<file path="src/rtl/dmem_arbiter.sv">
// Two-port data-memory arbiter: MEM stage vs debug/loader, with a bounded-starvation streak counter.
// Latency: zero-cycle combinational grant and memory path; debug read data registered one cycle later; backpressure by pipe_stall / held dbg_req.
module dmem_arbiter #(
  parameter int unsigned STREAK_MAX = 4
) (
  input  logic        clk,
  input  logic        rst,
  input  logic        pipe_req,
  input  logic        pipe_we,
  input  logic [31:0] pipe_addr,
  input  logic [31:0] pipe_wdata,
  output logic [31:0] pipe_rdata,
  output logic        pipe_stall,
  input  logic        dbg_req,
  input  logic        dbg_we,
  input  logic [31:0] dbg_addr,
  input  logic [31:0] dbg_wdata,
  output logic        dbg_gnt,
  output logic [31:0] dbg_rdata,
  output logic        dbg_valid,
  output logic        mem_rd,
  output logic        mem_wr,
  output logic [31:0] mem_addr,
  output logic [31:0] mem_wdata,
  input  logic [31:0] mem_rdata
);

  typedef enum logic [1:0] {
    GNT_NONE = 2'd0,
    GNT_PIPE = 2'd1,
    GNT_DBG  = 2'd2
  } gnt_e;

  typedef struct packed {
    logic        rd;
    logic        wr;
    logic [31:0] addr;
    logic [31:0] wdata;
  } mem_cmd_t;

  localparam logic [3:0] STREAK_LIM = 4'(STREAK_MAX);

  gnt_e        gnt;
  mem_cmd_t    cmd;
  logic [3:0]  streak;
  logic [3:0]  streak_nxt;
  logic        streak_full;
  logic        rd_pend;
  logic [31:0] rdata_q;
  logic        dbg_rd_gnt;

  assign streak_full = (streak == STREAK_LIM);

  // Reset blocks every grant so no memory access escapes while rst is low.
  always_comb begin
    gnt = GNT_NONE;
    if (!rst) begin
      gnt = GNT_NONE;
    end else if (pipe_req && !(dbg_req && streak_full)) begin
      gnt = GNT_PIPE;
    end else if (dbg_req) begin
      gnt = GNT_DBG;
    end
  end

  always_comb begin
    cmd = '0;
    case (gnt)
      GNT_PIPE: begin
        cmd.rd    = ~pipe_we;
        cmd.wr    = pipe_we;
        cmd.addr  = pipe_addr;
        cmd.wdata = pipe_wdata;
      end
      GNT_DBG: begin
        cmd.rd    = ~dbg_we;
        cmd.wr    = dbg_we;
        cmd.addr  = dbg_addr;
        cmd.wdata = dbg_wdata;
      end
      default: cmd = '0;
    endcase
  end

  assign mem_rd     = cmd.rd;
  assign mem_wr     = cmd.wr;
  assign mem_addr   = cmd.addr;
  assign mem_wdata  = cmd.wdata;
  assign pipe_rdata = (gnt == GNT_PIPE) ? mem_rdata : 32'd0;
  assign pipe_stall = (gnt == GNT_DBG) && pipe_req;
  assign dbg_gnt    = (gnt == GNT_DBG);
  assign dbg_rd_gnt = dbg_gnt && !dbg_we;

  // Streak only counts pipeline wins while debug is actually waiting.
  always_comb begin
    streak_nxt = streak;
    if (!dbg_req || dbg_gnt) begin
      streak_nxt = 4'd0;
    end else if ((gnt == GNT_PIPE) && !streak_full) begin
      streak_nxt = streak + 4'd1;
    end
  end

  always_ff @(posedge clk) begin
    if (!rst) begin
      streak  <= 4'd0;
      rd_pend <= 1'b0;
      rdata_q <= 32'd0;
    end else begin
      streak  <= streak_nxt;
      rd_pend <= dbg_rd_gnt;
      if (dbg_rd_gnt) begin
        rdata_q <= mem_rdata;
      end
    end
  end

  // Gating with rst drops a read whose strobe would land in the first reset cycle.
  assign dbg_valid = rd_pend && rst;
  assign dbg_rdata = rdata_q;

endmodule

</file>
<file path="config.mk">
export PLATFORM = sky130hd
export DESIGN_NAME = dmem_arbiter
export DESIGN_NICKNAME = d
export VERILOG_FILES = /design/src/rtl/dmem_arbiter.sv
export SDC_FILE = /design/constraint.sdc
export NUM_CORES = 1
export LEC_CHECK = 0
export CAP_MARGIN = 20
export CELL_PAD_IN_SITES_DETAIL_PLACEMENT = 1
export CELL_PAD_IN_SITES_GLOBAL_PLACEMENT = 1
export CORE_MARGIN = 2
export CORE_UTILIZATION = 16
export CTS_BUF_LIST = sky130_fd_sc_hd__clkbuf_16
export DETAILED_ROUTE_END_ITERATION = 8
export HOLD_SLACK_MARGIN = 0.05
export MAX_ROUTING_LAYER = met4
export PLACE_DENSITY_LB_ADDON = 0.1
export SETUP_SLACK_MARGIN = 0.3
export SYNTH_ARGS = -nofsm -noshare
export SYNTH_HDL_FRONTEND = slang
export SYNTH_SLANG_ARGS = --single-unit
</file>
<file path="constraint.sdc">
create_clock -name clk -period 2.88 [get_ports clk]
set_input_delay 0.576 -clock clk [delete_from_list [all_inputs] [get_ports clk]]
set_output_delay 0.576 -clock clk [all_outputs]
set_load 0.02 [all_outputs]
</file>
==> impl_metrics.prom <==
# TYPE chip_impl_metric gauge
chip_impl_metric{name="n_antenna_cell",unit=""} 0
chip_impl_metric{name="wl_per_cell",unit="um"} 18.7
chip_impl_metric{name="buffers_from_clock_root_to_sink_at_most",unit=""} 2
chip_impl_metric{name="yosys_register_bits",unit=""} 37
chip_impl_metric{name="timing.final.crit_share",unit="%"} 97.8
chip_impl_metric{name="grt_pass1_wl",unit="mm"} 23.2
chip_impl_metric{name="syn-instance-count",unit=""} 371
chip_impl_metric{name="detail_route.vias_per_cell",unit=""} 4.38
chip_impl_metric{name="die_width",unit="um"} 131
chip_impl_info{name="status",value="finished, final reports clean"} 1
chip_impl_metric{name="cts-buffers-inserted",unit=""} 5
chip_impl_metric{name="globalRouteOverflowTotal",unit=""} 0
chip_impl_metric{name="max-slew-margin-rel",unit="%"} 75.6
chip_impl_metric{name="postSynthNetCount",unit=""} 542
chip_impl_metric{name="grt_antenna_before_repair",unit=""} 0
chip_impl_metric{name="vdd_ir_drop_max",unit="mV"} 0.207
chip_impl_metric{name="report.power.total",unit="mW"} 1.84
chip_impl_metric{name="setup_ws",unit="ns"} 0.0640
chip_impl_metric{name="netlist_area",unit="mm2"} 0.00257
chip_impl_metric{name="setup.reg_to_reg.worst_slack",unit="ns"} 0.06
chip_impl_metric{name="detailroute.via_count",unit=""} 4023
chip_impl_metric{name="period_minus_slack",unit="ns"} 2.82
chip_impl_info{name="worst_hold_path.endpoint",value="dbg_rdata[0]"} 1
chip_impl_metric{name="critical_path.max_fanout",unit=""} 2
chip_impl_metric{name="drc",unit=""} 0
chip_impl_info{name="path_class",value="flip-flop to flip-flop"} 1
chip_impl_metric{name="synth-async-reset-ratio",unit="%"} 0
chip_impl_metric{name="cts.reportedPaths.clkPinSlew",unit="ns"} 0.06
chip_impl_metric{name="die_h",unit="um"} 131
chip_impl_metric{name="synth_area_per_cell",unit="um2"} 6.92
chip_impl_metric{name="max_clock_freq",unit="MHz"} 355
chip_impl_metric{name="total_die_area",unit="mm2"} 0.0171
chip_impl_metric{name="post-dp-hpwl",unit="mm"} 12.4
chip_impl_info{name="worst_r2r_endpoint",value="streak[0]"} 1
chip_impl_metric{name="final.setup.tns",unit="ns"} 0
chip_impl_metric{name="tightest_slew",unit="ns"} 0.367
chip_impl_metric{name="place.port_buffers",unit=""} 298
chip_impl_metric{name="cp.arrival",unit="ns"} 2.97
chip_impl_metric{name="timing.final.setup_violations",unit=""} 0
chip_impl_metric{name="yosys_warnings",unit=""} 0
chip_impl_info{name="synth_flop_cell",value="sky130_fd_sc_hd__dfxtp_1"} 1
chip_impl_metric{name="worst_hold_margin",unit="ns"} 0.457
chip_impl_metric{name="finish.net_count",unit=""} 874
chip_impl_info{name="tritoncts_clock_tree",value="yes"} 1
chip_impl_metric{name="ys_seq_area_share",unit="%"} 28.8
chip_impl_metric{name="routed_wl",unit="mm"} 17.2
chip_impl_metric{name="layout-drive-gt1-share",unit="%"} 48.1
chip_impl_metric{name="routabilityCongestion",unit=""} 0.744
chip_impl_metric{name="first_global_vias",unit=""} 4172
chip_impl_info{name="layout_common_cells",value="sky130_fd_sc_hd__clkdlybuf4s50_1 (195), sky130_fd_sc_hd__nand2_1 (66), sky130_fd_sc_hd__buf_4 (66), sky130_fd_sc_hd__a22oi_2 (65), sky130_fd_sc_hd__nor2_2 (60)"} 1
chip_impl_metric{name="fill_cells",unit=""} 1860
chip_impl_metric{name="placement_rows",unit=""} 46
chip_impl_metric{name="drt_iter0_markers",unit=""} 71
chip_impl_metric{name="power_per_cell_area",unit="mW/mm2"} 261
chip_impl_metric{name="starting_density_of_the_core",unit="%"} 16.3
chip_impl_metric{name="grt_start_max_net_pins",unit=""} 34
chip_impl_metric{name="number_of_routed_nets_with_antenna_violations",unit=""} 0
chip_impl_metric{name="final-instance-count-excl-fill",unit=""} 919
chip_impl_metric{name="worstPathRequired",unit="ns"} 3.03
chip_impl_info{name="cts.root.buffer_cell",value="sky130_fd_sc_hd__clkbuf_16"} 1
chip_impl_metric{name="htreeDepth",unit=""} 2
chip_impl_info{name="setup.worst_path.end_class",value="flip-flop"} 1
chip_impl_metric{name="maxCapViolCount",unit=""} 0
chip_impl_metric{name="synthesis_to_finish_area_growth",unit="%"} 174
chip_impl_metric{name="dpl_worst_slack",unit="ns"} -0.408
chip_impl_info{name="min_path_type",value="flip-flop to flip-flop"} 1
chip_impl_metric{name="clock_sink_count",unit=""} 37
chip_impl_metric{name="timing.final.hold_violations",unit=""} 0
chip_impl_metric{name="fin_worst_skew",unit="ns"} 0.00631
chip_impl_metric{name="static-leakage-power",unit="nW"} 2.65
chip_impl_metric{name="num_io_pins",unit=""} 299
chip_impl_metric{name="drt_pass1_iterations",unit=""} 4
chip_impl_info{name="reg2reg_from",value="streak[0]"} 1
chip_impl_metric{name="worst_hold_path.num_cells",unit=""} 2
chip_impl_metric{name="place.detailed.instances",unit=""} 876
chip_impl_info{name="crit_path_start_kind",value="flip-flop"} 1
chip_impl_metric{name="timing_max_transition_violations_final",unit=""} 0
chip_impl_metric{name="yosysUniqueCellTypes",unit=""} 24
chip_impl_metric{name="global_route.usage.total",unit="%"} 17.9
chip_impl_info{name="final_common_cell",value="sky130_fd_sc_hd__clkdlybuf4s50_1"} 1
chip_impl_metric{name="reg2reg_depth",unit=""} 23
chip_impl_metric{name="core_area",unit="mm2"} 0.0158
chip_impl_metric{name="insertion_delay",unit="ns"} 0.28
chip_impl_metric{name="synth_edf_count",unit=""} 0
chip_impl_info{name="grt_setup_unrepaired",value="true"} 1
chip_impl_info{name="hold_path.startpoint",value="dbg_rdata[0]"} 1
==> logic make-up (layout without fill, tap and decap cells) <==
kind of cell | after synthesis | after routing | synth area share [%]
adder cells (fa/ha/maj) | 5 | 5 | 2.44
AND/OR/NAND/NOR | 183 | 183 | 31.6
AO/OA/AOI/OAI | 105 | 105 | 29.9
buffers and inverters | 41 | 373 | 7.16
flip-flops | 37 | 37 | 28.8
==> where the power goes <==
part | leakage (nW) | switching (mW) | internal, mW
Clock | 0.0633 | 0.198 | 0.312
Sequential | 0.300 | 0.00466 | 0.520
Combinational | 2.28 | 0.341 | 0.461
==> stage by stage <==
step	utilization, %	instance area, um2
after global placement	38.8	6110
final	44.6	7040
after global routing	44.6	7040
after floorplan	-	2720
after detailed placement	38.8	6110
after CTS	42.2	6660
==> how the worst max path moves through the flow <==
stage                    from             to  slack, ns  cells past startpoint
global placement          rst  mem_wdata[15]      -0.38                      7
global route        streak[0]    mem_addr[1]      -0.01                     11
CTS                 streak[1]  mem_wdata[16]      0.006                     10
detailed placement        rst    mem_addr[1]      -0.41                      7
finish              streak[0]      streak[0]       0.06                     23
floorplan                 rst   mem_addr[10]       0.22                      7
==> what timing repair did <==
| action | 4_1_cts | 5_1_grt |
|---|---|---|
| resized for setup | 277 | 360 |
| endpoints found under the hold margin | 0 | 0 |
| gates cloned | 2 | 5 |
| hold buffers | 0 | 0 |
| setup buffers | 21 | 8 |
| pin swaps | 7 | 60 |
| setup endpoints to repair | 101 | 101 |
==> registers in the layout, summed over array words and instances (netlist names) <==
register / count
rd_pend: 1
streak: 4
dbg_rdata: 32
==> metal layers <==
metal | global-route usage (%) | vias up | routed length (um)
li1 | - | 1930 | -
met1 | 18.7 | 1915 | 6330
met2 | 34.2 | 162 | 9270
met3 | 4.56 | 16 | 1360
met4 | 2.88 | 0 | 204
met5 | - | - | 0
==> cell type report <==
type | instances | area [um2] | area share (%)
multi-input combinational | 293 | 2270 | 32.3
clock buffer | 5 | 125 | 1.78
clock inverter | 2 | 11.3 | 0.160
timing repair buffer | 362 | 3600 | 51.1
sequential | 37 | 746 | 10.6
tap | 216 | 270 | 3.84
inverter | 4 | 17.5 | 0.249
==> cells in the mapped netlist, types with 2 or more instances <==
master	instances	area share, %
sky130_fd_sc_hd__nand3b_1	2	0.58
sky130_fd_sc_hd__ha_1	5	2.4
sky130_fd_sc_hd__and3_1	2	0.49
sky130_fd_sc_hd__nand3_1	5	0.97
sky130_fd_sc_hd__a21oi_1	6	1.2
sky130_fd_sc_hd__inv_1	4	0.58
sky130_fd_sc_hd__buf_4	3	0.88
sky130_fd_sc_hd__a22oi_1	65	19
sky130_fd_sc_hd__nor2_1	65	9.5
sky130_fd_sc_hd__a21boi_0	23	6.7
sky130_fd_sc_hd__and2_1	35	8.5
sky130_fd_sc_hd__o21ai_0	2	0.39
sky130_fd_sc_hd__nand2b_1	2	0.49
sky130_fd_sc_hd__a21boi_1	9	2.6
sky130_fd_sc_hd__buf_2	15	2.9
sky130_fd_sc_hd__buf_1	4	0.58
sky130_fd_sc_hd__clkbuf_1	15	2.2
sky130_fd_sc_hd__dfxtp_1	37	29
sky130_fd_sc_hd__nand2_1	67	9.8
==> worst max-delay path, cell delays in order, from the launching register on <==
cell                      delay, ns
sky130_fd_sc_hd__dfxtp_4       0.36
sky130_fd_sc_hd__inv_4         0.04
sky130_fd_sc_hd__buf_4         0.13
sky130_fd_sc_hd__buf_6         0.10
sky130_fd_sc_hd__buf_6         0.10
sky130_fd_sc_hd__buf_6         0.10
sky130_fd_sc_hd__buf_6         0.10
sky130_fd_sc_hd__buf_6         0.10
sky130_fd_sc_hd__buf_4         0.12
sky130_fd_sc_hd__buf_4         0.12
sky130_fd_sc_hd__buf_4         0.12
sky130_fd_sc_hd__buf_4         0.12
sky130_fd_sc_hd__buf_6         0.10
sky130_fd_sc_hd__buf_6         0.10
sky130_fd_sc_hd__buf_6         0.10
sky130_fd_sc_hd__buf_4         0.12
sky130_fd_sc_hd__buf_4         0.12
sky130_fd_sc_hd__buf_6         0.11
sky130_fd_sc_hd__buf_6         0.10
sky130_fd_sc_hd__buf_6         0.11
sky130_fd_sc_hd__buf_6         0.10
sky130_fd_sc_hd__buf_6         0.10
sky130_fd_sc_hd__nand3_2       0.05
sky130_fd_sc_hd__a21oi_2       0.05
(Power assumes the default switching activity.)
